--- src/rtl/mult_div_unit.sv ---
// Iterative MIPS-style HI/LO multiply/divide unit: 32-cycle shift-add multiply
// and restoring divide, with MTHI/MTLO write ports.
module mult_div_unit #(
  parameter int unsigned WIDTH = 32
) (
  input  logic             clk,
  input  logic             reset,
  input  logic             start,
  input  logic [1:0]       op,
  input  logic [WIDTH-1:0] src_a,
  input  logic [WIDTH-1:0] src_b,
  input  logic             hi_we,
  input  logic             lo_we,
  output logic [WIDTH-1:0] hi,
  output logic [WIDTH-1:0] lo,
  output logic             busy,
  output logic             done,
  output logic             div_by_zero
);

  localparam int unsigned CW = $clog2(WIDTH);

  typedef enum logic [1:0] {S_IDLE, S_RUN, S_FINISH} state_t;

  state_t           r_state;
  state_t           w_next;
  logic [CW-1:0]    r_cnt;
  logic [WIDTH-1:0] r_acc;
  logic [WIDTH-1:0] r_q;
  logic [WIDTH-1:0] r_b;
  logic             r_is_div;
  logic             r_neg_res;
  logic             r_neg_rem;
  logic             r_dbz;
  logic [WIDTH-1:0] r_hi;
  logic [WIDTH-1:0] r_lo;
  logic             r_busy;
  logic             r_done;
  logic             r_dbz_out;

  logic             w_is_div;
  logic             w_a_neg;
  logic             w_b_neg;
  logic [WIDTH-1:0] w_a_mag;
  logic [WIDTH-1:0] w_b_mag;
  logic             w_b_zero;
  logic             w_accept;
  logic [WIDTH:0]   w_sum;
  logic [WIDTH:0]   w_shift;
  logic [WIDTH-1:0] w_diff;
  logic             w_ge;
  logic [2*WIDTH-1:0] w_prod;
  logic [2*WIDTH-1:0] w_prod_fix;
  logic [WIDTH-1:0] w_quot;
  logic [WIDTH-1:0] w_rem;
  logic [WIDTH-1:0] w_res_hi;
  logic [WIDTH-1:0] w_res_lo;

  // Operand decode: op[0] selects unsigned, op[1] selects divide
  assign w_is_div = op[1];
  assign w_a_neg  = !op[0] && src_a[WIDTH-1];
  assign w_b_neg  = !op[0] && src_b[WIDTH-1];
  assign w_a_mag  = w_a_neg ? -src_a : src_a;
  assign w_b_mag  = w_b_neg ? -src_b : src_b;
  assign w_b_zero = (src_b == '0);
  assign w_accept = start && (r_state != S_RUN);

  // One iteration step for each algorithm
  assign w_sum   = {1'b0, r_acc} + {1'b0, r_b & {WIDTH{r_q[0]}}};
  assign w_shift = {r_acc, r_q[WIDTH-1]};
  assign w_ge    = (w_shift >= {1'b0, r_b});
  assign w_diff  = w_shift[WIDTH-1:0] - r_b;

  // Sign fix-up applied only when the result is written
  assign w_prod     = {r_acc, r_q};
  assign w_prod_fix = r_neg_res ? -w_prod : w_prod;
  assign w_quot     = r_neg_res ? -r_q : r_q;
  assign w_rem      = r_neg_rem ? -r_acc : r_acc;
  assign w_res_hi   = r_is_div ? w_rem  : w_prod_fix[2*WIDTH-1:WIDTH];
  assign w_res_lo   = r_is_div ? w_quot : w_prod_fix[WIDTH-1:0];

  always_ff @(posedge clk) begin
    if (reset) r_state <= S_IDLE;
    else       r_state <= w_next;
  end

  // FINISH also accepts a new start so back-to-back ops lose no cycle
  always_comb begin
    w_next = r_state;
    case (r_state)
      S_IDLE, S_FINISH: begin
        w_next = S_IDLE;
        if (start) w_next = (w_is_div && w_b_zero) ? S_FINISH : S_RUN;
      end
      S_RUN:    if (r_cnt == CW'(WIDTH - 1)) w_next = S_FINISH;
      default:  w_next = S_IDLE;
    endcase
  end

  always_ff @(posedge clk) begin
    if (reset) begin
      r_cnt     <= '0;
      r_acc     <= '0;
      r_q       <= '0;
      r_b       <= '0;
      r_is_div  <= 1'b0;
      r_neg_res <= 1'b0;
      r_neg_rem <= 1'b0;
      r_dbz     <= 1'b0;
    end else if (w_accept) begin
      r_cnt     <= '0;
      r_acc     <= '0;
      r_q       <= w_is_div ? w_a_mag : w_b_mag;
      r_b       <= w_is_div ? w_b_mag : w_a_mag;
      r_is_div  <= w_is_div;
      r_neg_res <= w_a_neg ^ w_b_neg;
      r_neg_rem <= w_a_neg;
      r_dbz     <= w_is_div && w_b_zero;
    end else if (r_state == S_RUN) begin
      r_cnt <= CW'(r_cnt + 1'b1);
      if (r_is_div) begin
        r_acc <= w_ge ? w_diff : w_shift[WIDTH-1:0];
        r_q   <= {r_q[WIDTH-2:0], w_ge};
      end else begin
        r_acc <= w_sum[WIDTH:1];
        r_q   <= {w_sum[0], r_q[WIDTH-1:1]};
      end
    end
  end

  // Architectural registers: a completing result takes priority over MTHI/MTLO
  always_ff @(posedge clk) begin
    if (reset) begin
      r_hi      <= '0;
      r_lo      <= '0;
      r_busy    <= 1'b0;
      r_done    <= 1'b0;
      r_dbz_out <= 1'b0;
    end else begin
      r_busy    <= (w_next == S_RUN);
      r_done    <= (r_state == S_FINISH);
      r_dbz_out <= (r_state == S_FINISH) && r_dbz;
      if (hi_we && !r_busy) r_hi <= src_a;
      if (lo_we && !r_busy) r_lo <= src_a;
      if (r_state == S_FINISH && !r_dbz) begin
        r_hi <= w_res_hi;
        r_lo <= w_res_lo;
      end
    end
  end

  assign hi          = r_hi;
  assign lo          = r_lo;
  assign busy        = r_busy;
  assign done        = r_done;
  assign div_by_zero = r_dbz_out;

endmodule

--- config.mk ---
export PLATFORM = sky130hd
export DESIGN_NAME = mult_div_unit
export DESIGN_NICKNAME = d
export VERILOG_FILES = /design/src/rtl/mult_div_unit.sv
export SDC_FILE = /design/constraint.sdc
export NUM_CORES = 1
export LEC_CHECK = 0
export CAP_MARGIN = 20
export CORE_UTILIZATION = 29
export DETAILED_ROUTE_END_ITERATION = 16
export PLACE_DENSITY_LB_ADDON = 0.08
export SLEW_MARGIN = 0
export SYNTH_ARGS = -nofsm -noshare
export SYNTH_HDL_FRONTEND = slang
export SYNTH_SLANG_ARGS = --single-unit
--- constraint.sdc ---
create_clock -name clk -period 9.7 [get_ports clk]
set_clock_uncertainty 0.05 [all_clocks]
set_input_delay 2.425 -clock clk [delete_from_list [all_inputs] [get_ports clk]]
set_output_delay 2.425 -clock clk [all_outputs]
set_load 0.005 [all_outputs]
---- Word-level counts from Yosys, hierarchy flattened ----
Cells that the tools add are included.
storage, ports and cells
  register bits after elaboration ......... 174
  logic and storage cells ................. 70
operators by class
  $add $sub $neg .......................... 8
  order comparisons ....................... 1
  eq/ne operators ......................... 5
  muxes and demuxes ....................... 22
  bitwise logic cells ..................... 2
  reductions and logical operators ........ 18
operators with widths
  kind                   count
  $mux W32               17
  $neg A32 Y32           4
  $mux W64               1
  $neg A64 Y64           1
  $add A32 B32 Y33       1
  $ge A33 B32 Y1         1
  $and A32 B32 Y32       1
  $logic_not A32 Y1      1
  $sub A32 B32 Y32       1
  $logic_and A1 B1 Y1    8
  $mux W2                3
  $reduce_bool A2 Y1     3
  $add A5 B1 Y5 const B  1
  $eq A5 B5 Y1 const B   1
  $eq A2 B1 Y1 const B   2
  $pmux W2 S2            1
  $reduce_or A2 Y1       2
  $logic_not A1 Y1       3
  $eq A2 B2 Y1 const B   1
  $logic_not A2 Y1       1
  $ne A2 B1 Y1 const B   1
  $xor A1 B1 Y1          1

---- Longest topological paths before layout ----
Gate-level depths: netlist of the first run.
  depth after elaboration ................. 6
  gate-level depth with buffers ........... 14
  depth with buffers taken out ............ 12

---- Worst setup path after synthesis of the first run ----
OpenSTA, ideal clock, no wires.
  kind .................................... input-to-reg
  from .................................... input port src_b[0]
  to ...................................... register r_q[24]
  setup time .............................. 95 ps
  arrival time ............................ 4,623 ps
  path slack .............................. 4,932 ps
  cell stages on the path ................. 11
  path through ............................ inv_1 > ha_1 > or3b_2 > nor4_2 > nand3_1 > o31ai_1 > xnor2_1 > nor2_1 > a211oi_1 > a21oi_1 > a221oi_1
on the way
  cells in the longest elaborated chain, start to end .. 4
ends and longest elaborated chain
  what                  line  source
  from (decl)           11    input logic [WIDTH-1:0] src_b,
  $neg A32 Y32          64    assign w_b_mag = w_b_neg ? -src_b : src_b;
  $mux W32              64
  $mux W32              113   r_q <= w_is_div ? w_a_mag : w_b_mag;
  $mux W32              110   end else if (w_accept) begin
  to (signal assigned)  113
  to (signal assigned)  123   r_q <= {r_q[WIDTH-2:0], w_ge};
  to (signal assigned)  126   r_q <= {w_sum[0], r_q[WIDTH-1:1]};
  to (decl)             29    logic [WIDTH-1:0] r_q;
Every way passes these cells.
A chain may end at the register's enable or synchronous reset.

---- Worst setup path in the final report of the first run ----
  from .................................... input port src_a[10]
  to ...................................... register r_q[25]
on the way
  cells in the longest elaborated chain, start to end .. 4
ends and longest elaborated chain
  what          line  source
  from (decl)   10    input logic [WIDTH-1:0] src_a,
  $neg A32 Y32  63    assign w_a_mag = w_a_neg ? -src_a : src_a;
  $mux W32      63
  $mux W32      113
  $mux W32      110
Every way passes these cells.

==> impl_metrics.env, run 1 <==
export IMPL_status="complete, no violations"
export IMPL_syn_nets=2156
export IMPL_whs_ns=0.407
export IMPL_die_x_um=228
export IMPL_postCtsSetupBuffers=0
export IMPL_wl_um=65500
export IMPL_power_density_nw_per_um2=140
export IMPL_htreeDepth=4
export IMPL_hp_class="flop to flop"
export IMPL_use_met2_pct=41.1
export IMPL_start_util_pct=29.5
export IMPL_pin_count=138
export IMPL_timing_final_hold_violations=0
export IMPL_synth_cell_types=79
export IMPL_yosysSeqAreaShare_pct=23.5
export IMPL_clock_sinks=174
export IMPL_wl_per_cell_um=23.9
export IMPL_cts_buffers=17
export IMPL_vdd_drop_max_mv=0.131
export IMPL_crit_buf_inv=1
export IMPL_fin_nets=2195
export IMPL_core_area_um2=50300
export IMPL_diodes=0
export IMPL_drt_iter0_markers=950
export IMPL_clk_path_buf_depth=2
export IMPL_grt_max_degree=87
export IMPL_arrival_ns=5.68
export IMPL_start_kind="primary input"
export IMPL_tightestPinTransition_ns=0.998
export IMPL_avgViaCountPerCell=5.58
export IMPL_clk_pin_slew_ns=0.07
export IMPL_cts_resized=0
export IMPL_finalCriticalPeriod_ns=5.34
export IMPL_clockRootBuffer="clkbuf_16"
export IMPL_p_leak_nw=6.59
export IMPL_ys_top_cells_by_area="dfxtp_1 23%, xnor2_1 6.5%, a21oi_1 6.4%"
export IMPL_critPathKind="primary input to flop"
export IMPL_fillers=5458
export IMPL_track_usage_pct=24.8
export IMPL_crit_fanout=7
export IMPL_synth_avg_cell_area_um2=7.37
export IMPL_first_global_vias=14542
export IMPL_cts_tree="yes"
export IMPL_crit_path_cell_trace="clkdlybuf4s50_1 -> nor4_1 -> nor4b_1 -> nand2_1 -> o31ai_1 -> xnor2_1 -> nor2_1 -> a211oi_1 -> a21oi_1 -> a221oi_1"
export IMPL_drtAntennaViolNets=0
export IMPL_setup_violations=0
export IMPL_synth_area_leader_cell="dfxtp_1"
export IMPL_grt_use_met1_pct=32.6
export IMPL_grt_pass1_wl_um=96400
export IMPL_synthArstFlopShare_pct=0
export IMPL_dieArea_um2=52100
export IMPL_drc_errors=0
export IMPL_crit_family="simple AND/OR/NAND/NOR gates"
export IMPL_critPathMaxStageDelay_ns=0.62
export IMPL_slew_headroom_pct=32.8
export IMPL_dp_hpwl_um=50100
export IMPL_die_y_um=228
export IMPL_overflow=0
export IMPL_synth_edf_count=0
export IMPL_antenna_found_initial=0
export IMPL_ys_flop_type="dfxtp_1"
export IMPL_finalCritPeriodShare_pct=55.1
export IMPL_max_cap_viol_count=0
export IMPL_endpoint_kind="flop"
export IMPL_fmax_mhz=187
export IMPL_syn_area_um2=14800
export IMPL_rsz0062_at_grt="no"
export IMPL_timing_setup_tns_ns=0
export IMPL_area_growth_pct=17.1
export IMPL_synth_yosys_warnings=0
export IMPL_gp_congestion=0.917
export IMPL_globalRoute_busiestLayer="met2"
export IMPL_ctsHoldBuffers=0
export IMPL_vias=15270
export IMPL_synth_top_cell_area_share_pct=23.5
export IMPL_netlist_instances=2013
export IMPL_crit_path_top_delay_cell="nor4_1"
export IMPL_port_buffers=137
export IMPL_finalMaxSlewViolations=0
export IMPL_first_pass_iters=5
export IMPL_clk_latency_ns=0.49
export IMPL_drive_gt1_share_pct=5.23
export IMPL_cp_required_ns=10.03
export IMPL_ys_ff_latch=174
export IMPL_gr_usage_met3_pct=2.38
export IMPL_num_rows=82
## Yosys cell counts (12+ instances only)
cell type,n
a211oi_1,112
a21o_1,38
a21oi_1,191
a221oi_1,30
a31oi_1,15
and2_1,12
and3_1,13
buf_1,17
buf_2,13
clkbuf_1,112
dfxtp_1,174
ha_1,70
inv_1,66
mux2i_1,68
nand2_1,222
nand2b_1,20
nand3_1,33
nand4_1,16
nor2_1,221
nor2b_1,12
nor3_1,30
nor4_1,16
o211ai_1,45
o21ai_0,112
o31ai_1,24
o41ai_1,18
or3_1,13
xnor2_1,111
xor2_1,57
## report_power, final
group	internal, W	switching, W
combinational	0.000311	0.000495
sequential	0.000762	0.0000737
clock	0.000444	0.000354
## kinds of logic (layout without fill, tap and decap cells)
family,after synthesis,after routing,share of synthesized area (%)
AND/OR/NAND/NOR,653,653,20.4
adder cells (fa/ha/maj),72,72,6.17
flip-flops,174,174,23.5
buffers and inverters,214,266,5.77
multiplexers,75,75,5.12
XOR/XNOR,168,168,9.91
AO/OA/AOI/OAI,657,657,29.2
## through the flow
| stage | total power [W] | instance area (um^2) | util (%) | cells | setup WS (ns) |
|---|---|---|---|---|---|
| finish | 0.00244 | 17400 | 34.6 | 2737 | 4.36 |
| global route | 0.00256 | 17400 | 34.6 | 2737 | 3.97 |
| CTS | 0.00246 | 17400 | 34.5 | 2736 | 4.44 |
| detailed placement | 0.00165 | 16700 | 33.2 | 2704 | 3.91 |
| global placement | 0.00165 | 16700 | 33.2 | 2704 | 3.92 |
| floorplan | 0.00135 | 14800 | - | 2013 | 4.93 |
## layer usage
metal  vias up  routed length, um
li1       7402                  -
met1      7473              29900
met2       323              31200
met3        72               2060
met4         0               2360
met5         -                  0
## final timing paths
kind	from	endpoint	slack (ns)	cells after the start
setup / recovery	src_a[10]	r_q[25]$_SDFFE_PP0P_	4.36	10
hold / removal	r_b[22]$_SDFFE_PP0P_	r_b[22]$_SDFFE_PP0P_	0.41	2
setup reg to reg	r_q[0]$_SDFFE_PP0P_	r_acc[30]$_SDFFE_PP0P_	5.35	14
hold reg to reg	r_b[22]$_SDFFE_PP0P_	r_b[22]$_SDFFE_PP0P_	0.41	2
## cell usage in the layout, fill, tap and decap left out, types with 24 or more instances in the layout
cell	Yosys	routed
ha_1	70	70
nand3_1	33	33
inv_1	66	65
buf_4	3	31
xor2_1	57	57
o211ai_1	45	45
xnor2_1	111	111
a21oi_1	191	191
nor3_1	30	30
clkdlybuf4s50_1	0	135
o31ai_1	24	24
a221oi_1	30	30
nor2_1	221	219
o21ai_0	112	112
a211oi_1	112	112
nand2_1	222	222
mux2i_1	68	68
dfxtp_1	174	173
a21o_1	38	38
## state kept, by name (all words and copies together) (netlist names)
signal / cells
hi: 32
lo: 32
r_acc: 32
r_b: 32
r_q: 32
r_cnt: 5
r_state: 2
busy: 1
div_by_zero: 1
done: 1
r_dbz: 1
r_is_div: 1
r_neg_rem: 1
r_neg_res: 1
## cell type report
cell class	count	area, um^2	share of cell area, %
Multi-Input combinational cell	1625	10500	60.7
Sequential cell	174	3490	20.1
Timing Repair Buffer	168	1610	9.26
Tap cell	672	841	4.84
Clock buffer	18	439	2.53
Inverter	66	248	1.43
Clock inverter	14	204	1.17
## tightest hold or removal path: stages (launching register included)
cell,delay (ns)
dfxtp_1,0.31
nand2_1,0.05
a21oi_1,0.05
Power figures use the tool's default switching activity.
==> run 2, diff against run 1 <==
==> constraint.sdc (replaced) <==
create_clock -name clk -period 4.65 [get_ports clk]
set_clock_uncertainty 0.05 [all_clocks]
set_input_delay 1.1625 -clock clk [delete_from_list [all_inputs] [get_ports clk]]
set_output_delay 1.1625 -clock clk [all_outputs]
set_load 0.005 [all_outputs]
==> run 2 against run 1 <==
- via count up 1.3%
- clock power up 84%
- die area unchanged
- critical path depth up 2
- count of clock-buffer cells in the layout unchanged
- cell count up 1.9%
- register-to-register slack worse by 4.8 ns
- highest routed layer unchanged
==> impl_metrics.env, run 2 (synthesis results as in run 1) <==
export IMPL_hp_start="r_b[7]$_SDFFE_PP0P_"
export IMPL_drtAntennaViolNets=0
export IMPL_wl_per_cell_um=23.3
export IMPL_final_common_cell="nand2_1"
export IMPL_clk_path_buf_depth=2
export IMPL_clk_latency_ns=0.47
export IMPL_timing_critical_path_to="r_q[0]$_SDFFE_PP0P_"
export IMPL_clock_sinks=174
export IMPL_multi_input_area_um2=10500
export IMPL_rsz0062_at_grt="no"
export IMPL_status="complete, no violations"
export IMPL_dieArea_um2=52100
export IMPL_design_area_um2=17700
export IMPL_cts_tree="yes"
export IMPL_seqPwrFrac_pct=34.9
export IMPL_cp_required_ns=4.92
export IMPL_htreeDepth=4
export IMPL_cts_resized=0
export IMPL_slew_headroom_pct=29.1
export IMPL_num_rows=82
export IMPL_ff_latch_area_um2=3490
export IMPL_power_switching_w=0.00194
export IMPL_drc_errors=0
export IMPL_endpoint_kind="flop"
export IMPL_dpl_instance_area_um2=17100
export IMPL_timing_setup_tns_ns=0
export IMPL_rr_worst_depth=12
export IMPL_fin_nets=2247
export IMPL_first_global_vias=14986
export IMPL_crit_fanout=31
export IMPL_tightestPinTransition_ns=1.06
export IMPL_finalCriticalPeriod_ns=4.07
export IMPL_postCtsSetupBuffers=0
export IMPL_diodes=0
export IMPL_p_int_w=0.00300
export IMPL_crit_start="r_b[3]$_SDFFE_PP0P_"
export IMPL_timing_final_hold_violations=0
export IMPL_layout_common_cells="222 x nand2_1, 219 x nor2_1, 191 x a21oi_1, 173 x dfxtp_1, 135 x clkdlybuf4s50_1"
export IMPL_r2r_slack_ns=0.58
export IMPL_wl_um=65000
export IMPL_drive_gt1_share_pct=7.56
export IMPL_start_kind="flop"
export IMPL_r2r_start="r_b[3]$_SDFFE_PP0P_"
export IMPL_power_density_nw_per_um2=279
export IMPL_track_usage_pct=24.6
export IMPL_finalMaxSlewViolations=0
export IMPL_first_pass_iters=5
export IMPL_ctsHoldBuffers=0
export IMPL_pin_count=138
export IMPL_grt_pass1_wl_um=96500
export IMPL_core_area_um2=50300
export IMPL_setup_violations=0
export IMPL_clkPwrFrac_pct=29.8
export IMPL_die_x_um=228
export IMPL_drt_iter0_markers=1075
export IMPL_critPathKind="flop to flop"
export IMPL_max_cap_viol_count=0
export IMPL_finalCritPeriodShare_pct=87.6
export IMPL_avgViaCountPerCell=5.55
export IMPL_vias=15467
export IMPL_dp_hpwl_um=50700
export IMPL_fillers=5449
export IMPL_cts_buffers=17
export IMPL_grt_max_degree=86
export IMPL_area_growth_pct=19.2
export IMPL_vdd_drop_max_mv=0.161
export IMPL_switching_share_pct=39.3
export IMPL_p_leak_nw=6.82
export IMPL_power_frac_comb_pct=35.3
export IMPL_arrival_ns=4.35
export IMPL_clk_pin_slew_ns=0.08
export IMPL_fmax_mhz=246
export IMPL_clockRootBuffer="clkbuf_16"
export IMPL_die_y_um=228
export IMPL_antenna_found_initial=0
export IMPL_gp_congestion=0.883
export IMPL_reg2reg_to="r_q[0]$_SDFFE_PP0P_"
export IMPL_hp_class="flop to flop"
export IMPL_overflow=0
export IMPL_postLayoutSetupSlackWorst_ns=0.577
export IMPL_start_util_pct=29.5
export IMPL_port_buffers=137
export IMPL_place_ws_ns=0.362
-- run 2: changes by cell type in the layout (fill, tap and decap cells not counted), sizes merged --
cell / delta
bufinv: -4
clkinvlp: +3
buf: +52
clkinv: -3
inv: +4
-- run 2: final cells by class --
type	instances	share of cell area (%)
multi-input cells	1625	59.6
flip-flops and latches	174	19.7
repair buffers	220	11.4
well taps	672	4.75
clock buffers	18	2.48
inverters	66	1.40
clock inverters	14	0.700
-- run 2: per-layer routing --
layer | track usage [%] | share of wire, %
met5 | 0 | 0
met4 | 9.27 | 3.5
met3 | 2.54 | 3.2
met2 | 41.7 | 48
met1 | 32.0 | 45
-- run 2: stage by stage --
step | hold WS (ns) | instances | util (%) | power (W)
2_1_floorplan | 0.382 | 2013 | - | 0.00281
3_5_place_dp | 0.399 | 2755 | 34.0 | 0.00348
6_report | 0.404 | 2789 | 35.2 | 0.00494
5_1_grt | 0.425 | 2789 | 35.2 | 0.00520
4_1_cts | 0.410 | 2787 | 35.1 | 0.00497
3_3_place_gp | 0.393 | 2755 | 34.0 | 0.00349
-- run 2: critical path: stages, from the launching register on --
cell	delay, ns
dfxtp_1	0.35
inv_1	0.09
ha_1	0.36
a21oi_1	0.21
nor3b_1	0.30
a21oi_1	0.14
o21ai_1	0.41
o211ai_1	0.37
a31oi_4	0.94
buf_4	0.31
nand2_1	0.13
o211ai_1	0.15
a21oi_1	0.09
-- run 2: worst min path at each step --
stage                                       to  depth (start not counted)
after global placement     r_b[4]$_SDFFE_PP0P_                          2
final                      r_b[7]$_SDFFE_PP0P_                          2
after CTS                 r_b[16]$_SDFFE_PP0P_                          2
after global routing       r_b[7]$_SDFFE_PP0P_                          2
after detailed placement  r_b[26]$_SDFFE_PP0P_                          2
after floorplan           r_b[15]$_SDFFE_PP0P_                          2
-- run 2: power groups by stage --
| stage | sequential, W | combinational (W) | clock, W |
|---|---|---|---|
| after floorplan | 0.00169 | 0.00111 | 0 |
| after global placement | 0.00176 | 0.00173 | 0 |
| after detailed placement | 0.00176 | 0.00173 | 0 |
| after CTS | 0.00172 | 0.00174 | 0.00151 |
| after global routing | 0.00174 | 0.00189 | 0.00157 |
| final | 0.00173 | 0.00174 | 0.00147 |
==> run 3, diff against run 2 <==
--- a/config.mk
+++ b/config.mk
@@ -7,6 +7,7 @@
 export LEC_CHECK = 0
 export CAP_MARGIN = 20
 export CORE_UTILIZATION = 29
+export CTS_CLUSTER_DIAMETER = 30
 export DETAILED_ROUTE_END_ITERATION = 16
 export PLACE_DENSITY_LB_ADDON = 0.08
 export SLEW_MARGIN = 0
==> results of run 3 <==
No change in the layout: final DEF, timing and power equal those of run 2.
